<file path="src/rtl/muldiv_ex.sv">
// muldiv_ex: multi-cycle RV32M execution unit (MUL/MULH/MULHSU/MULHU,
// DIV/DIVU/REM/REMU). It handles one operation at a time.
//   clk_in, rst_n_in   : clock (rising edge) and async active-low reset
//   rdy_in             : global enable; low freezes every register
//   flush_in           : kills the in-flight or held operation
//   issue_*            : valid/ready operand handshake from the RS
//                        (op_in, rs1_in, rs2_in, rob_pos_in)
//   res_*              : valid/ready result handshake to the CDB/ROB
//                        (res_out, rob_pos_out)
//   busy_out           : unit is not idle
module muldiv_ex #(
  parameter int XLEN      = 32,
  parameter int ROB_IDX_W = 4,
  parameter int MUL_LAT   = 3
) (
  input  logic                 clk_in,
  input  logic                 rst_n_in,
  input  logic                 rdy_in,
  input  logic                 flush_in,
  input  logic                 issue_valid_in,
  output logic                 issue_ready_out,
  input  logic [2:0]           op_in,
  input  logic [XLEN-1:0]      rs1_in,
  input  logic [XLEN-1:0]      rs2_in,
  input  logic [ROB_IDX_W-1:0] rob_pos_in,
  output logic                 res_valid_out,
  input  logic                 res_ready_in,
  output logic [XLEN-1:0]      res_out,
  output logic [ROB_IDX_W-1:0] rob_pos_out,
  output logic                 busy_out
);

  localparam int CNT_W = $clog2(XLEN + MUL_LAT + 1);
  localparam logic [CNT_W-1:0] MUL_END = CNT_W'(MUL_LAT - 1);
  localparam logic [CNT_W-1:0] DIV_END = CNT_W'(XLEN - 1);
  localparam logic [XLEN-1:0]  INT_MIN = {1'b1, {(XLEN-1){1'b0}}};

  typedef enum logic [2:0] {S_IDLE, S_MUL, S_DIV, S_FIX, S_DONE} state_t;
  state_t state_q, state_d;

  logic [CNT_W-1:0] cnt_q;
  logic [XLEN-1:0]  rem_q, quo_q, dvs_q;
  logic             q_neg_q, r_neg_q, rem_sel_q;

  // ---------------- issue-side decode ----------------
  logic accept, is_div, div_signed, div_zero, div_ovf, special;
  logic [XLEN-1:0] special_res;
  assign accept     = issue_valid_in & issue_ready_out;
  assign is_div     = op_in[2];
  assign div_signed = ~op_in[0];
  assign div_zero   = (rs2_in == '0);
  assign div_ovf    = div_signed & (rs1_in == INT_MIN) & (&rs2_in);
  assign special    = is_div & (div_zero | div_ovf);
  always_comb begin
    if (div_zero) special_res = op_in[1] ? rs1_in : '1;
    else          special_res = op_in[1] ? '0     : rs1_in;
  end

  // ---------------- multiplier ----------------
  // Operands are extended to 2*XLEN so one unsigned multiply covers all
  // signedness combinations; the low 2*XLEN product bits are exact.
  logic            mul_sa, mul_sb;
  logic [2*XLEN-1:0] mul_a, mul_b, mul_prod;
  logic [XLEN-1:0] mul_p0, mul_last;
  assign mul_sa   = (op_in[1:0] == 2'd1) | (op_in[1:0] == 2'd2);
  assign mul_sb   = (op_in[1:0] == 2'd1);
  assign mul_a    = {{XLEN{mul_sa & rs1_in[XLEN-1]}}, rs1_in};
  assign mul_b    = {{XLEN{mul_sb & rs2_in[XLEN-1]}}, rs2_in};
  assign mul_prod = mul_a * mul_b;
  assign mul_p0   = (op_in[1:0] == 2'd0) ? mul_prod[XLEN-1:0] : mul_prod[2*XLEN-1:XLEN];

  // The first stage samples the issue-side product every enabled edge; only
  // the value captured at the accept edge is ever consumed downstream.
  if (MUL_LAT > 1) begin : g_pipe
    logic [MUL_LAT-1:1][XLEN-1:0] pipe;
    always_ff @(posedge clk_in or negedge rst_n_in) begin
      if (!rst_n_in) pipe <= '0;
      else if (rdy_in) begin
        pipe[1] <= mul_p0;
        for (int i = 2; i < MUL_LAT; i++) pipe[i] <= pipe[i-1];
      end
    end
    assign mul_last = pipe[MUL_LAT-1];
  end else begin : g_nopipe
    assign mul_last = mul_p0;
  end

  // ---------------- divider ----------------
  logic [XLEN-1:0] a_mag, b_mag, rem0, fix_quo, fix_rem;
  logic            bit0, ge;
  logic [XLEN:0]   r_sh, diff;
  assign a_mag = (div_signed & rs1_in[XLEN-1]) ? -rs1_in : rs1_in;
  assign b_mag = (div_signed & rs2_in[XLEN-1]) ? -rs2_in : rs2_in;
  // First restoring step folded into the accept edge: the partial remainder
  // is just the dividend MSB, so it can only reach a divisor of 1.
  assign bit0  = a_mag[XLEN-1] & (b_mag == XLEN'(1));
  assign rem0  = {{(XLEN-1){1'b0}}, a_mag[XLEN-1] & ~bit0};
  assign r_sh  = {rem_q, quo_q[XLEN-1]};
  assign diff  = r_sh - {1'b0, dvs_q};
  assign ge    = ~diff[XLEN];
  assign fix_quo = q_neg_q ? -quo_q : quo_q;
  assign fix_rem = r_neg_q ? -rem_q : rem_q;

  // ---------------- FSM ----------------
  always_ff @(posedge clk_in or negedge rst_n_in) begin
    if (!rst_n_in)   state_q <= S_IDLE;
    else if (rdy_in) state_q <= state_d;
  end

  state_t acc_state;
  always_comb begin
    if (!is_div)      acc_state = (MUL_LAT == 1) ? S_DONE : S_MUL;
    else if (special) acc_state = S_DONE;
    else              acc_state = S_DIV;
  end

  always_comb begin
    state_d = state_q;
    if (flush_in) state_d = S_IDLE;
    else begin
      case (state_q)
        S_IDLE: if (accept) state_d = acc_state;
        S_MUL:  if (cnt_q == MUL_END) state_d = S_DONE;
        S_DIV:  if (cnt_q == DIV_END) state_d = S_FIX;
        S_FIX:  state_d = S_DONE;
        S_DONE: if (res_ready_in) state_d = accept ? acc_state : S_IDLE;
        default: state_d = S_IDLE;
      endcase
    end
  end

  always_comb begin
    issue_ready_out = rdy_in & ~flush_in &
                      ((state_q == S_IDLE) | ((state_q == S_DONE) & res_ready_in));
    res_valid_out   = (state_q == S_DONE);
    busy_out        = (state_q != S_IDLE);
  end

  // ---------------- datapath registers ----------------
  always_ff @(posedge clk_in or negedge rst_n_in) begin
    if (!rst_n_in) begin
      cnt_q       <= '0;
      rem_q       <= '0;
      quo_q       <= '0;
      dvs_q       <= '0;
      q_neg_q     <= 1'b0;
      r_neg_q     <= 1'b0;
      rem_sel_q   <= 1'b0;
      res_out     <= '0;
      rob_pos_out <= '0;
    end else if (rdy_in && !flush_in) begin
      if (accept) begin
        rob_pos_out <= rob_pos_in;
        cnt_q       <= CNT_W'(1);
        rem_sel_q   <= op_in[1];
        q_neg_q     <= div_signed & (rs1_in[XLEN-1] ^ rs2_in[XLEN-1]);
        r_neg_q     <= div_signed & rs1_in[XLEN-1];
        dvs_q       <= b_mag;
        rem_q       <= rem0;
        quo_q       <= {a_mag[XLEN-2:0], bit0};
        if (special)                     res_out <= special_res;
        else if (!is_div && MUL_LAT == 1) res_out <= mul_p0;
      end else begin
        case (state_q)
          S_MUL: begin
            cnt_q <= cnt_q + CNT_W'(1);
            if (cnt_q == MUL_END) res_out <= mul_last;
          end
          S_DIV: begin
            cnt_q <= cnt_q + CNT_W'(1);
            rem_q <= ge ? diff[XLEN-1:0] : r_sh[XLEN-1:0];
            quo_q <= {quo_q[XLEN-2:0], ge};
          end
          S_FIX:   res_out <= rem_sel_q ? fix_rem : fix_quo;
          default: ;
        endcase
      end
    end
  end

endmodule

</file>
<file path="config.mk">
export PLATFORM = sky130hd
export DESIGN_NAME = muldiv_ex
export DESIGN_NICKNAME = d
export VERILOG_FILES = /design/src/rtl/muldiv_ex.sv
export SDC_FILE = /design/constraint.sdc
export NUM_CORES = 2
export LEC_CHECK = 0
export ABC_AREA = 1
export CAP_MARGIN = 20
export CORE_MARGIN = 3
export CORE_UTILIZATION = 51
export CTS_CLUSTER_DIAMETER = 100
export CTS_CLUSTER_SIZE = 12
export DETAILED_ROUTE_END_ITERATION = 6
export GPL_ROUTABILITY_DRIVEN = 0
export HOLD_SLACK_MARGIN = 0.05
export PLACE_DENSITY = 0.67
export RECOVER_POWER = 100
export SETUP_SLACK_MARGIN = 0.2
export SLEW_MARGIN = 20
export SYNTH_ARGS = -nofsm -noshare
export SYNTH_HDL_FRONTEND = slang
export SYNTH_SLANG_ARGS = --single-unit
</file>
<file path="constraint.sdc">
create_clock -name clk_in -period 3.3 [get_ports clk_in]
set_clock_uncertainty 0.2 [all_clocks]
set_input_delay 0.99 -clock clk_in [delete_from_list [all_inputs] [get_ports clk_in]]
set_output_delay 0.99 -clock clk_in [all_outputs]
set_load 0.005 [all_outputs]
</file>
Word-level counts from Yosys, hierarchy flattened
Index checks and enable logic that the tools add are counted.
- add/subtract/negate cells: 6
- multiply operators: 1
- eq/ne operators: 16
- mux-type cells: 29
- bitwise logic cells: 22
- reduce and logical (&&, ||, !) cells: 16
- operators by type and width (operator ; count):
    32-bit two-way mux ; 17
    32-bit negation ; 4
    33-bit by 33-bit multiplier with 64-bit output ; 1
    32-bit case mux with 2 select lines ; 1
    33-bit by 32-bit subtractor with 33-bit output ; 1
    32-bit by 1-bit == test with 1-bit output, second input constant ; 1
    32-bit == test, second input constant ; 1
    32-bit zero test ; 1
    32-bit AND reduction ; 1
    3-bit two-way mux ; 8
    3-bit case mux with 5 select lines ; 1
    1-bit bitwise AND ; 14
    6-bit two-way mux ; 2
    3-bit != test, second input constant ; 4
    6-bit by 1-bit adder with 6-bit output, second input constant ; 1
    3-bit by 2-bit == test with 1-bit output, second input constant ; 2
    6-bit by 2-bit == test with 1-bit output, second input constant ; 1
    6-bit by 5-bit == test with 1-bit output, second input constant ; 1
    2-bit AND reduction ; 3
    3-bit nonzero test ; 2
    5-bit AND reduction ; 1
    1-bit inverter ; 4
    4-bit AND reduction ; 1
    2-bit nonzero test ; 2
    13 further kinds ; 15
- bits in registers: 208
- input port bits: 77
- output and inout port bits: 39
- logic and storage cells: 102

Longest topological paths before layout
- depth after elaboration: 11
- depth in mapped cells: 37

Least setup slack after synthesis
No wires, ideal clock.
- kind: input to register
- from: in op_in[1]
- to: reg g_pipe.pipe[30] (netlist name)
- arrival time: 8771 ps
- required time: 3023 ps
- path slack: -5748 ps
- cell stages on the path: 32
- cells stage by stage: clkbuf_1 inv_1 clkbuf_1 ha_1 nand2_1 clkbuf_1 nor2_1 fa_1 inv_1 fa_1 inv_1 fa_1 inv_1 fa_1 fa_1 inv_1 fa_1 inv_1 fa_1 fa_1 inv_1 ha_1 inv_1 nor3_1 inv_1 nor2_1 nand2_1 nor3_1 nand2_1 nand3_1 nand3_1 a21oi_1
- cells in the longest elaborated chain, start to end: 5
- RTL lines (element ; line ; RTL):
    start: declaration ; 22 ; input logic [2:0] op_in,
    2-bit by 1-bit == test with 1-bit output or 2-bit == test (tied branches) ; 65, 66 ;
    1-bit bitwise OR ; 65 ; assign mul_sa = (op_in[1:0] == 2'd1) | (op_in[1:0] == 2'd2);
    1-bit bitwise AND ; 67 ; assign mul_a = {{XLEN{mul_sa & rs1_in[XLEN-1]}}, rs1_in};
    33-bit by 33-bit multiplier with 64-bit output ; 69 ; assign mul_prod = mul_a * mul_b;
    32-bit two-way mux (*) ; 70 ; assign mul_p0 = (op_in[1:0] == 2'd0) ? mul_prod[XLEN-1:0] : mul_prod[2*XLEN-1:XLEN];
    end: declaration ; 75 ; logic [MUL_LAT-1:1][XLEN-1:0] pipe;
Mark *: on every way between the ends. The rest lies on a longest branch, timed or not.
A chain may end at the register's enable or synchronous reset.

Worst setup path after layout
- from: in op_in[0]
- to: reg g_pipe.pipe[17] (netlist name)
The elaborated chain is that of the path after synthesis.

==> flow_summary.yaml <==
outcome:
  status: "complete, but fails checks"
  violations: "DRC, capacitance limit, slew limit, setup timing"
timing:
  post-route-min-period_ns: 7.75
  finalHoldViolCount: 0
  finalSetupViolations: 131
  slew-limit-headroom_pct: -25.9
  final.period_utilization_pct: 235
  worst_pin_slew_ns: 1.89
  grt_setup_unrepaired: "yes"
  tns_ns: -163.72
  max_clock_freq_ghz: 0.129
  final.setup.worst_slack_ns: -4.45
  slew_violations: 59
place:
  dpl.hpwl_um: 166000
  port_buffers: 115
route:
  drc: 110
  first_pass_iters: 7
  vias: 54400
  via_per_inst: 5.51
  postRouteWirelength_um: 204000
  final_antenna_net_count: 0
  drtIter0Drc: 5670
  drt-wirelength-per-cell_um: 20.6
floorplan:
  start_util_pct: 51.5
  die_height_um: 338
  dieArea_um2: 114000
  core_area_um2: 109000
  rows: 121
  ios: 116
  fp.dieW_um: 338
worst_setup_path:
  cp_slowest_cell: "fa_2"
  cp_common_cell: "fa_1"
  path_class: "input port to flip-flop"
  startpoint_type: "input port"
  worstPathArrival_ns: 8.02
  endpoint_kind: "flip-flop"
  worst-r2r-setup-slack_ns: -0.38
  crit_path_max_fanout: 10
  worst-endpoint-required_ns: 3.57
  max_stage_delay_ns: 0.64
clocking:
  htree_levels: 1
  cts_hold_buf: 0
  root_buffer: "clkbuf_16"
  cts_tree: "done"
  clk_latency_ns: 0.58
  cts_max_path_buffers: 3
  cts_made_buffers: 22
  clock_sinks: 208
  clk_pin_slew_ns: 0.08
yosys:
  synth_cells: 7634
  muxShareOfSynthArea_pct: 0
  synth-compound-area-share_pct: 6.95
  syn_area_um2: 56200
  ys_ff_latch: 208
  synth_adder_area_share_pct: 46.0
  synth_simple_gate_area_share_pct: 21.3
  synth_edf_count: 0
  postSynth.asyncResetShare_pct: 100
  ys_seq_area_share_pct: 9.26
  syn_nets: 9091
  ys.flop_type: "dfrtp_1"
  ys_types: 54
  synth_top_family_by_area: "adder cells"
  synth_xor_area_share_pct: 0.873
  avgSynthCellArea_um2: 7.36
  synth_warnings: 0
global_route:
  grt_first_pass_wirelength_um: 311000
  antenna_found_initial: 15
  grt_pass1_vias: 54900
  track_usage_pct: 35.7
  grt-ovfl-total: 0
  grt_max_degree: 75
cells_and_area:
  area_growth_pct: 25.1
  seqCellArea_um2: 5210
  drive_above_1_share_pct: 20.7
  n_fill_cell: 9133
  multiInputGateArea_um2: 45400
  final_nets: 9837
job:
  maxCapViolCount: 1
worst_hold_path:
  hold_class: "flip-flop to flip-flop"
==> worst max-delay path, delay by kind of cell <==
family                     cells  cell delay, ns
adders and majority gates     10            4.79
and+or+nand+nor               11            1.42
buffers and inverters          9            0.75
AOI/OAI and AO/OA              1            0.06
==> final cells by class <==
| class | count | area share, % |
|---|---|---|
| multi-input combinational | 5133 | 64.5 |
| timing repair buffer | 1087 | 14.2 |
| inverter | 1928 | 10.4 |
| sequential | 208 | 7.40 |
| tap | 1476 | 2.63 |
| clock buffer | 23 | 0.788 |
| clock inverter | 4 | 0.0747 |
| antenna | 10 | 0.0356 |
==> what timing repair did <==
item,4_1_cts,5_1_grt
setup endpoints to repair,78,116
cloned,10,3
buffers inserted,74,38
pin swaps,236,182
resized for setup,618,327
==> stage by stage <==
step	utilization [%]	cell area [um^2]	std cells	setup slack (ns)	hold WS, ns
2_1_floorplan	-	57000	7634	-4.87	0.237
3_3_place_gp	59.9	65400	9707	-5.55	0.261
3_5_place_dp	59.9	65400	9707	-5.63	0.264
4_1_cts	63.2	69000	9818	-4.25	0.182
5_1_grt	64.4	70300	9866	-4.61	0.298
6_report	64.4	70300	9869	-4.45	0.267
==> routing by layer <==
| layer | GRT usage [%] | vias to the layer above | share of wire, % | wire (um) |
|---|---|---|---|---|
| met5 | 0 | - | 0.10 | 212 |
| met1 | 45.8 | 26700 | 37 | 75000 |
| li1 | - | 23900 | - | - |
| met4 | 20.4 | 16 | 7.8 | 15800 |
| met2 | 56.3 | 3023 | 45 | 91500 |
| met3 | 7.36 | 782 | 10 | 21300 |
==> state kept, by name (all words and copies together), names as in the netlist <==
name,flops
rob_pos_out,4
state_q,3
dvs_q,32
q_neg_q,1
cnt_q,6
quo_q,32
r_neg_q,1
rem_sel_q,1
g_pipe.pipe,32
mul_last,32
rem_q,32
res_out,32
==> cells in the final DEF, fill, tap and decap left out, drive strengths merged, types with 10 or more instances in the layout <==
master / n
xnor2: 20
inv: 1925
buf: 1000
a21oi: 251
dfrtp: 208
a31oi: 24
clkbuf: 51
nor4: 12
maj3: 15
o21bai: 19
ha: 254
nand4: 63
o21ai: 356
nand2: 2015
diode: 10
xor2: 36
nand3: 330
dlygate4sd3: 36
o211ai: 30
nor3: 54
nor2: 465
fa: 1126
==> kinds of logic after synthesis <==
kind of cell | count (synthesis)
buf+inv | 2293
flops | 208
compound gates | 724
simple gates | 2958
fa+ha+maj | 1395
xor+xnor | 56
==> cells in the mapped netlist, types with 4 or more instances <==
master / n / share of area [%]
a21o_1: 5 / 0.067
o31ai_1: 7 / 0.093
xnor2_1: 20 / 0.31
nand4_1: 62 / 0.69
o221ai_1: 7 / 0.11
nor3_2: 4 / 0.071
a21oi_1: 249 / 2.2
nor3_1: 50 / 0.45
nor4_1: 10 / 0.11
o211ai_1: 30 / 0.40
nor2_2: 11 / 0.12
a21boi_0: 4 / 0.053
o21a_1: 5 / 0.067
nand3_1: 324 / 2.9
a21boi_1: 5 / 0.067
fa_1: 1126 / 40
nand2_1: 2010 / 13
nand3_2: 6 / 0.11
nor2_1: 452 / 3.0
dfrtp_1: 208 / 9.3
nand2_2: 5 / 0.056
maj3_2: 9 / 0.18
a31oi_1: 24 / 0.27
o21bai_1: 19 / 0.25
buf_1: 102 / 0.68
nand3b_1: 7 / 0.093
maj3_1: 6 / 0.11
inv_1: 1916 / 13
o21ai_1: 76 / 0.68
o21ai_0: 280 / 2.5
buf_2: 71 / 0.63
o22ai_1: 6 / 0.067
xor2_1: 36 / 0.56
clkbuf_1: 177 / 1.2
or2_2: 5 / 0.056
ha_1: 254 / 5.7
inv_2: 9 / 0.060
buf_4: 12 / 0.16
==> path summary, 6_finish.rpt <==
check,startpoint,endpoint,cells after the start
hold / removal,res_out[19],res_out[19],2
max in group asynchronous,rst_n_in,dvs_q[20],2
hold reg to reg,res_out[19],res_out[19],2
min in group asynchronous,rst_n_in,rob_pos_out[0],1
setup / recovery,op_in[0],g_pipe.pipe[17],31
setup reg to reg,state_q[0],res_out[25],13
Power is not shown: default switching activity piles up to over one toggle a cycle in this logic, so the estimate is an artifact.
